==> src/rtl/pc_sequencer.sv <==
// Program counter, branch-condition latch and return-address logic for the 16-bit multi-cycle core.
// Define PC_RAS_EN to build the hardware return-address stack; otherwise RET takes its address from RegRetAddr.
module pc_sequencer #(
  parameter int                DATA_W    = 16,
  parameter int                RAS_DEPTH = 8,
  parameter logic [DATA_W-1:0] RESET_PC  = '0
) (
  input  logic                        Clk,
  input  logic                        Reset,
  input  logic                        PcWrite,
  input  logic [1:0]                  PcSource,
  input  logic                        CtrlBranch,
  input  logic                        CTRLRET,
  input  logic                        CallPush,
  input  logic [2:0]                  BrCond,
  input  logic                        Zero,
  input  logic                        Neg,
  input  logic [DATA_W-1:0]           SeqPc,
  input  logic [DATA_W-1:0]           BranchTarget,
  input  logic [DATA_W-1:0]           JumpTarget,
  input  logic [DATA_W-1:0]           RegRetAddr,
  output logic [DATA_W-1:0]           Pc,
  output logic [DATA_W-1:0]           RetAddr,
  output logic                        Taken,
  output logic [$clog2(RAS_DEPTH):0]  RasCount,
  output logic                        RasOverflow,
  output logic                        RasUnderflow
);

  localparam int PTR_W = $clog2(RAS_DEPTH);
  localparam int CNT_W = PTR_W + 1;

  localparam logic [1:0] SRC_SEQ    = 2'b00;
  localparam logic [1:0] SRC_BRANCH = 2'b01;
  localparam logic [1:0] SRC_JUMP   = 2'b10;
  localparam logic [1:0] SRC_RET    = 2'b11;

  logic [DATA_W-1:0] pc_reg, pc_next;
  logic [DATA_W-1:0] ret_addr_reg;
  logic [2:0]        cond_reg;
  logic              taken;

  // Conditions come in pairs (register compare / compare-with-zero); bit 0 doesn't change the flag test.
  always_comb begin
    taken = 1'b0;
    case (cond_reg[2:1])
      2'd0:    taken = !Zero && !Neg;
      2'd1:    taken = Neg;
      2'd2:    taken = Zero;
      default: taken = !Zero;
    endcase
  end

  // A branch select only moves the PC when taken, even if PcWrite is also asserted.
  always_comb begin
    pc_next = pc_reg;
    case (PcSource)
      SRC_SEQ:    if (PcWrite) pc_next = SeqPc;
      SRC_BRANCH: if (taken)   pc_next = BranchTarget;
      SRC_JUMP:   if (PcWrite) pc_next = JumpTarget;
      default:    if (PcWrite) pc_next = ret_addr_reg;
    endcase
  end

  always_ff @(posedge Clk) begin
    if (Reset) begin
      pc_reg   <= RESET_PC;
      cond_reg <= 3'd0;
    end else begin
      pc_reg <= pc_next;
      if (CtrlBranch) cond_reg <= BrCond;
    end
  end

`ifdef PC_RAS_EN
  logic [DATA_W-1:0] ras_mem [RAS_DEPTH];
  logic [PTR_W-1:0]  ptr_reg, ptr_next, top_idx, wr_idx;
  logic [CNT_W-1:0]  count_reg, count_next;
  logic              overflow_reg, underflow_reg;
  logic              overflow_set, underflow_set;
  logic              wr_en, ras_empty, ras_full;
  logic              unused_reg_ret;

  assign unused_reg_ret = ^RegRetAddr;

  assign top_idx   = ptr_reg - PTR_W'(1);
  assign ras_empty = (count_reg == '0);
  assign ras_full  = (count_reg == CNT_W'(RAS_DEPTH));

  // Push+pop on a non-empty stack swaps the top entry in place; on an empty
  // stack the pop underflows and the push then proceeds as a normal push.
  always_comb begin
    ptr_next      = ptr_reg;
    count_next    = count_reg;
    wr_en         = 1'b0;
    wr_idx        = ptr_reg;
    overflow_set  = 1'b0;
    underflow_set = 1'b0;
    if (CallPush && CTRLRET && !ras_empty) begin
      wr_en  = 1'b1;
      wr_idx = top_idx;
    end else begin
      if (CTRLRET) begin
        if (ras_empty) begin
          underflow_set = 1'b1;
        end else begin
          ptr_next   = top_idx;
          count_next = count_reg - CNT_W'(1);
        end
      end
      if (CallPush) begin
        wr_en    = 1'b1;
        wr_idx   = ptr_reg;
        ptr_next = ptr_reg + PTR_W'(1);
        if (ras_full) overflow_set = 1'b1;
        else          count_next   = count_next + CNT_W'(1);
      end
    end
  end

  always_ff @(posedge Clk) begin
    if (Reset) begin
      ptr_reg       <= '0;
      count_reg     <= '0;
      overflow_reg  <= 1'b0;
      underflow_reg <= 1'b0;
      ret_addr_reg  <= RESET_PC;
    end else begin
      ptr_reg       <= ptr_next;
      count_reg     <= count_next;
      overflow_reg  <= overflow_reg | overflow_set;
      underflow_reg <= underflow_reg | underflow_set;
      if (CTRLRET) ret_addr_reg <= ras_empty ? RESET_PC : ras_mem[top_idx];
    end
  end

  // Storage has no reset so it can map onto RAM; only pointer and count are cleared.
  always_ff @(posedge Clk) begin
    if (wr_en && !Reset) ras_mem[wr_idx] <= pc_reg;
  end

  assign RasCount     = count_reg;
  assign RasOverflow  = overflow_reg;
  assign RasUnderflow = underflow_reg;
`else
  logic unused_call_push;

  assign unused_call_push = CallPush;

  always_ff @(posedge Clk) begin
    if (Reset)        ret_addr_reg <= RESET_PC;
    else if (CTRLRET) ret_addr_reg <= RegRetAddr;
  end

  assign RasCount     = '0;
  assign RasOverflow  = 1'b0;
  assign RasUnderflow = 1'b0;
`endif

  assign Pc      = pc_reg;
  assign RetAddr = ret_addr_reg;
  assign Taken   = taken;

endmodule

==> config.mk <==
export PLATFORM = sky130hd
export DESIGN_NAME = pc_sequencer
export DESIGN_NICKNAME = d
export VERILOG_FILES = /design/src/rtl/pc_sequencer.sv
export SDC_FILE = /design/constraint.sdc
export NUM_CORES = 1
export LEC_CHECK = 0
export CAP_MARGIN = 20
export CORE_MARGIN = 4
export CORE_UTILIZATION = 30
export DETAILED_ROUTE_END_ITERATION = 10
export HOLD_SLACK_MARGIN = 0.02
export PLACE_DENSITY = 0.67
export SKIP_CTS_REPAIR_TIMING = 1
export SYNTH_ARGS = -nofsm -noshare
export SYNTH_HDL_FRONTEND = slang
export SYNTH_SLANG_ARGS = --single-unit
==> constraint.sdc <==
create_clock -name Clk -period 2.45 [get_ports Clk]
set_input_delay 0.3675 -clock Clk [delete_from_list [all_inputs] [get_ports Clk]]
set_output_delay 0.3675 -clock Clk [all_outputs]
set_load 0.03 [all_outputs]
-- Yosys cells after proc, flatten, opt, wreduce, memory -nomap -nowiden
Cells that the tools add are included.
- register bits after elaboration: 35
- input bits: 77
- output and inout bits: 39
- equal/unequal tests: 7
- multiplexer cells: 6
- reductions and logical operators: 7
- operators with widths (operator ; count):
    2-to-1 mux 16 bit ; 4
    one-hot mux 16 bit (3 select lines) ; 1
    inequality test 2 bit (second input constant) ; 3
    equality test 2 x 1 -> 1 bit (second input constant) ; 2
    equality test 2 bit (second input constant) ; 2
    zero test 2 bit ; 2
    AND reduction 4 bit ; 1
    one-hot mux 1 bit (3 select lines) ; 1
    zero test 1 bit ; 2
    nonzero test 2 bit ; 1
    logical AND 1 bit ; 1

-- Depth between registers and ports, before layout
Gate-level depths: netlist (run 1).
- depth after elaboration: 5
- depth in mapped cells: 7
- depth with buffers taken out: 4

-- Worst setup path before layout (run 1)
No wires, ideal clock.
- path type: input port to flip-flop
- start: in Zero
- end: reg pc_reg[0], in the netlist Pc[0]
- setup time: 0.127 ns
- data arrival time: 1.443 ns
- data required time: 2.323 ns
- path slack: 0.879 ns
- stages: 6
- buffers on the path: 2
- cells stage by stage: or3_1 -> a32oi_1 -> buf_6 -> buf_12 -> mux2i_1 -> o21ai_1
- longest elaborated chain between the ends: 5
- ends and longest elaborated chain (what ; RTL line ; text):
    start, declared ; 16 ; input logic Zero,
    zero test 1 bit ; 47, 50 ;
    logical AND 1 bit ; 47 ; 2'd0: taken = !Zero && !Neg;
    one-hot mux 1 bit (3 select lines) (*) ; 46 ; case (cond_reg[2:1])
    named net Taken ; 24 ; output logic Taken,
    inequality test 2 bit (no line) (*) ; -- ;
    AND reduction 4 bit (no line) (*) ; -- ;
    end signal, assigned ; 70 ; pc_reg <= pc_next;
    end, declared ; 38 ; logic [DATA_W-1:0] pc_reg, pc_next;
The timed path passes the listed nets; every way through them passes the cells marked *.
A chain may end at the register's enable or synchronous reset.

-- Worst setup path in the final report (run 1)
- start: in Zero
- end: out Taken
- longest elaborated chain between the ends: 3
- ends and longest elaborated chain (what ; RTL line):
    zero test 1 bit ; 47, 50
    logical AND 1 bit ; 47
    one-hot mux 1 bit (3 select lines) (*) ; 46
    end, declared ; 24
Every way passes the cells marked *; elsewhere a longest branch is shown, timed or not.

==> qor.yml, run 1 <==
ant_nets: 0
dp_cells: 400
tightest_slew_ns: 0.617
timing.fmax_mhz: 455
slew_violations: 0
synth_top_area_share_pct: 35.2
routabilityCongestion: 0.808
path_max_fanout: 17
synth_edf_count: 0
dr.pass1.iters: 4
insertion_delay_ns: 0.27
drv_cap: 0
synth_area_leaders: "dfxtp_1 35%, mux2i_1 26%, nor2_1 6.6%"
yosys.area_share.simple_pct: 8.42
overflow: 0
core-area_sq_mm: 0.00610
drt_iter0_markers: 92
hold_viol_final: 0
antenna_found_initial: 0
dieWidth_microns: 88.2
total_power_mw: 1.57
area_delta_synth_final_pct: 61.9
grt_pass1_vias: 1935
synthesis.instances: 232
period_share_pct: 89.6
fin_tns_setup_ns: 0
cts-root-buf: "clkbuf_8"
synthMuxAreaShare_pct: 25.9
relSlewSlack_pct: 58.8
ys_seq_elements: 34
h-tree-depth: 2
synth-xor-area-share_pct: 0
vdd_drop_max_mv: 0.289
placed_area_sq_mm: 0.00304
ys_warn_count: 0
synth_compound_area_share_pct: 19.4
drive_above_1_share_pct: 4.80
cts_tree: "built"
min_path_type: "register to register"
start_util_pct: 31.7
dp_hpwl_mm: 4.65
synth_area_leader_cell: "dfxtp_1"
layoutNonFillerInstCount: 408
grt_first_pass_wirelength_mm: 9.68
cts.sinks: 34
r2r_slack_ns: 0.81
outcome: "complete, no violations"
nets: 409
ios: 116
n_antenna_cell: 0
routedWlPerCell_microns: 15.1
avgSynthCellArea_sq_um: 8.33
synthAdderAreaFrac_pct: 0
seq_area_frac_synth_pct: 35.2
final_cell_area_sq_mm: 0.00313
die-area_sq_mm: 0.00779
power.density_mw_per_mm2: 502
grt_usage_pct: 16.1
start_kind: "input port"
cp.required_ns: 2.08
grt_max_degree: 35
rows: 28
wl_mm: 6.15
setup_viol: 0
ys_types: 20
synthArstFlopShare_pct: 0
cts_buffer_depth: 2
portBuffers: 107
numCtsBuffers: 5
clock_skew_ns: 0.00227
ys.flop_type: "dfxtp_1"
arrival_ns: 1.83
die_h_microns: 88.2
clk_pin_slew_worst_paths_ns: 0.07
cp-end-kind: "primary output"
period_needed_ns: 2.20
crit_type: "input port to primary output"
drc_errors: 0
viasPerCell: 4.75
rsz0062_at_grt: "false"
leakagePower_nw: 1.31
synth_top_family_by_area: "multiplexers"
synth_area_sq_mm: 0.00193
fin_util_pct: 51.3
vias: 1938
==> area by class of cell <==
| cell class | count | area, sq um |
|---|---|---|
| Clock inverter | 1 | 5.00 |
| Sequential cell | 34 | 681 |
| Multi-Input combinational cell | 161 | 1070 |
| Inverter | 16 | 60.1 |
| Tap cell | 75 | 93.8 |
| Fill cell | 603 | 2970 |
| Clock buffer | 7 | 86.3 |
| Timing Repair Buffer | 114 | 1130 |
==> path summary, 6_finish.rpt <==
| check | startpoint | cells past startpoint | to |
|---|---|---|---|
| worst max-delay path | Zero | 5 | Taken |
| worst min-delay path | RetAddr[12]$_SDFFE_PP0P_ | 2 | RetAddr[12]$_SDFFE_PP0P_ |
| worst max register to register | cond_reg[2]$_SDFFE_PP0P_ | 5 | Pc[9]$_SDFFE_PP0P_ |
| worst min register to register | RetAddr[12]$_SDFFE_PP0P_ | 2 | RetAddr[12]$_SDFFE_PP0P_ |
==> routing by layer <==
layer,wire length (microns),track usage (%)
met4,160,6.32
met2,3000,26.0
met1,2610,20.8
met3,384,3.82
met5,0,0
==> cell usage after synthesis, types with 5 or more instances <==
| library cell | instances |
|---|---|
| a21oi_1 | 17 |
| buf_4 | 6 |
| clkbuf_1 | 13 |
| o21ai_0 | 23 |
| a211oi_1 | 16 |
| o21ai_1 | 9 |
| inv_1 | 16 |
| dfxtp_1 | 34 |
| mux2i_1 | 50 |
| nor2_1 | 34 |
| buf_2 | 5 |
==> kinds of logic after synthesis <==
| group | after synthesis |
|---|---|
| compound gates | 66 |
| buf+inv | 42 |
| flops | 34 |
| mux | 50 |
| other cells | 1 |
| simple gates | 39 |
==> layout by cell type (no fill, tap or decap) <==
cell             netlist  final
nand2b_1               1      1
o21ai_1                9      9
clkdlybuf4s50_1        0    106
nor2_1                34     34
clkbuf_8               0      6
buf_4                  6      7
a211oi_1              16     16
o21ai_0               23     23
conb_1                 1      6
clkinv_2               0      1
buf_12                 1      1
and2_1                 1      1
or3b_1                 1      1
dfxtp_1               34     34
clkbuf_1              13      1
a32oi_2                0      1
or3_1                  1      1
or2b_1                 1      1
a21oi_1               17     17
inv_1                 16     16
mux2i_1               50     50
==> stage by stage <==
step	setup WS [ns]	hold slack, ns
floorplan	0.879	0.484
global placement	0.315	0.509
detailed placement	0.266	0.518
CTS	0.265	0.539
global route	0.216	0.562
finish	0.254	0.528
==> power breakdown <==
| part | total [mW] | internal [mW] | switching (mW) |
|---|---|---|---|
| Combinational | 0.515 | 0.266 | 0.249 |
| Clock | 0.426 | 0.227 | 0.199 |
| Sequential | 0.629 | 0.596 | 0.0336 |
| Total | 1.57 | 1.09 | 0.482 |
==> worst max-delay path, stage by stage <==
cell,delay (ns)
clkdlybuf4s50_1,0.43
or3_1,0.39
a32oi_2,0.23
buf_12,0.21
buf_4,0.18
(Power assumes the default switching activity.)
==> run 2, diff against run 1 <==
--- a/config.mk
+++ b/config.mk
@@ -9,9 +9,10 @@
 export CORE_MARGIN = 4
 export CORE_UTILIZATION = 30
 export DETAILED_ROUTE_END_ITERATION = 10
-export HOLD_SLACK_MARGIN = 0.02
+export HOLD_SLACK_MARGIN = 0.06
 export PLACE_DENSITY = 0.67
 export SKIP_CTS_REPAIR_TIMING = 1
+export SKIP_LAST_GASP = 1
 export SYNTH_ARGS = -nofsm -noshare
 export SYNTH_HDL_FRONTEND = slang
 export SYNTH_SLANG_ARGS = --single-unit
==> results of run 2 <==
The final DEF is identical to that of run 1; final timing and power are the same.
==> run 3, diff against run 2 <==
==> constraint.sdc (replaced) <==
create_clock -name Clk -period 2.6 [get_ports Clk]
set_input_delay 0.39 -clock Clk [delete_from_list [all_inputs] [get_ports Clk]]
set_output_delay 0.39 -clock Clk [all_outputs]
set_load 0.03 [all_outputs]
==> run 3 against run 2 <==
  * Setup slack improved by 0.14 ns
  * Cell count shrank 0.25%
  * Count of clock-buffer cells in the layout decreased by 1
  * Largest power group unchanged
  * Routed wire length decreased by 1.3%
  * Sequential share of layout area decreased by 0.061 points
  * Via count did not move
  * Register-to-register slack improved by 0.22 ns
  * Flip-flop and latch count did not move
  * Sequential power fell by 5.9%
  * Power shrank 5.1%
  * Global-route usage fell by 0.55 points
==> qor.yml, run 3 (synthesis results as in run 1) <==
total_power_mw: 1.49  # -5.1%
r2r-end: "Pc[14]$_SDFFE_PP0P_"
nets: 408  # -0.24%
cp.required_ns: 2.21  # +0.13 ns
slew_violations: 0  # unchanged
die_h_microns: 88.2  # unchanged
final_common_cell: "clkdlybuf4s50_1"
path_max_fanout: 17  # unchanged
vdd_drop_max_mv: 0.240  # -17%
timing.rr.start: "cond_reg[2]$_SDFFE_PP0P_"
cts_tree: "built"
drv_cap: 0  # unchanged
n_antenna_cell: 0  # unchanged
switching_share_pct: 31.2  # +0.47 points
cts-root-buf: "clkbuf_8"
seq_power_share_pct: 39.8  # -0.3 points
highest_layer: "met4"
insertion_delay_ns: 0.28  # about the same
core-area_sq_mm: 0.00610  # unchanged
power.density_mw_per_mm2: 475  # -5.4%
arrival_ns: 1.82  # about the same
wl_met2_mm: 2.95  # -1.6%
final_cell_mix: "106 x clkdlybuf4s50_1, 50 x mux2i_1, 34 x dfxtp_1, 34 x nor2_1, 23 x o21ai_0"
grt_usage_pct: 15.6  # -0.55 points
period_share_pct: 84.8
rsz0062_at_grt: "false"
dieWidth_microns: 88.2  # unchanged
rows: 28  # unchanged
wl_met3_microns: 395  # +2.9%
timing.fmax_mhz: 453
dp_cells: 399  # -0.25%
drc_errors: 0  # unchanged
drt_iter0_markers: 87  # -5.4%
h-tree-depth: 2  # unchanged
start_kind: "input port"
dr.pass1.iters: 4  # unchanged
crit_type: "input port to primary output"
fillers: 618  # +2.5%
portBuffers: 107  # unchanged
min_path_type: "register to register"
ios: 116  # unchanged
dp_hpwl_mm: 4.59  # -1.2%
viasPerCell: 4.76  # +0.25%
relSlewSlack_pct: 58.5  # -0.38 points
p_int_mw: 1.03  # -5.8%
antenna_found_initial: 0  # unchanged
power_frac_clock_pct: 27.6  # +0.5 points
r2r_cells: 5  # unchanged
hold_path.startpoint: "RetAddr[8]$_SDFFE_PP0P_"
hold_viol_final: 0  # unchanged
drive_above_1_share_pct: 4.82  # +0.014 points
start_util_pct: 31.7  # unchanged
fin_tns_setup_ns: 0  # unchanged
cp-end-kind: "primary output"
holdPathStages: 2  # unchanged
cts.sinks: 34  # unchanged
m1WireLength_mm: 2.59  # -0.54%
numCtsBuffers: 5  # unchanged
vias: 1938  # unchanged
routedWlPerCell_microns: 14.9  # -1.1%
combPwrFrac_pct: 32.6  # -0.2 points
grt_first_pass_wirelength_mm: 9.40  # -2.9%
clk_pin_slew_worst_paths_ns: 0.07  # about the same
wl_mm: 6.07  # -1.3%
r2r_slack_ns: 1.03  # +0.22 ns
outcome: "complete, no violations"
min_to: "RetAddr[8]$_SDFFE_PP0P_"
ant_nets: 0  # unchanged
layoutNonFillerInstCount: 407  # -0.25%
setup_viol: 0  # unchanged
grt_max_degree: 35  # unchanged
p_switching_uw: 464  # -3.6%
whs_ns: 0.535  # +0.00618 ns
leakagePower_nw: 1.31  # about the same
routabilityCongestion: 0.812  # +0.52%
tightest_slew_ns: 0.623  # +0.00572 ns
period_needed_ns: 2.21
die-area_sq_mm: 0.00779  # unchanged
clock_skew_ns: 0.00774  # +0.00547 ns
overflow: 0  # unchanged
area_delta_synth_final_pct: 62.3
grt_pass1_vias: 1921  # -0.72%
cts_buffer_depth: 2  # unchanged
==> run 3: changes by cell type in the layout (fill, tap and decap cells not counted) <==
cell        delta
buf_12         +1
buf_4          -2
clkinvlp_4     +1
clkbuf_1       -1
==> run 3: critical path, cell delays in order <==
cell,delay [ns]
clkdlybuf4s50_1,0.44
or3_1,0.37
a32oi_2,0.21
buf_12,0.21
buf_4,0.18
==> run 3: cell type report <==
class,instances,area (sq um),area share [%]
multi-input cells,161,1070,34.0
flip-flops and latches,34,681,21.7
inverters,16,60.1,1.92
repair buffers,113,1140,36.3
clock inverters,2,12.5,0.399
clock buffers,6,82.6,2.63
well taps,75,93.8,2.99
==> run 3: worst max path at each step <==
stage	end	depth (start not counted)	from	slack [ns]
6_report	Taken	5	Zero	0.39
5_1_grt	Taken	5	Zero	0.38
4_1_cts	Taken	5	Zero	0.39
3_5_place_dp	Taken	5	Zero	0.39
3_3_place_gp	Taken	5	Zero	0.42
2_1_floorplan	Taken	4	Zero	0.99
==> run 3: stage by stage <==
stage,area [sq um],setup WS (ns),utilization (%)
floorplan,1950,0.985,-
finish,3140,0.394,51.4
global placement,3040,0.423,49.9
global route,3140,0.375,51.4
detailed placement,3040,0.394,49.9
CTS,3140,0.394,51.4
==> run 3: per-layer routing <==
metal	GRT usage, %	up-vias
li1	-	986
met1	20.3	873
met2	25.2	70
met3	3.72	9
met4	5.36	0
met5	0	-
==> run 3: power groups by stage <==
| stage | Sequential (mW) | Clock, mW | Combinational, mW |
|---|---|---|---|
| CTS | 0.592 | 0.426 | 0.490 |
| detailed placement | 0.604 | 0 | 0.488 |
| finish | 0.592 | 0.411 | 0.486 |
| global route | 0.598 | 0.446 | 0.521 |
| global placement | 0.603 | 0 | 0.485 |
| floorplan | 0.673 | 0 | 0.195 |
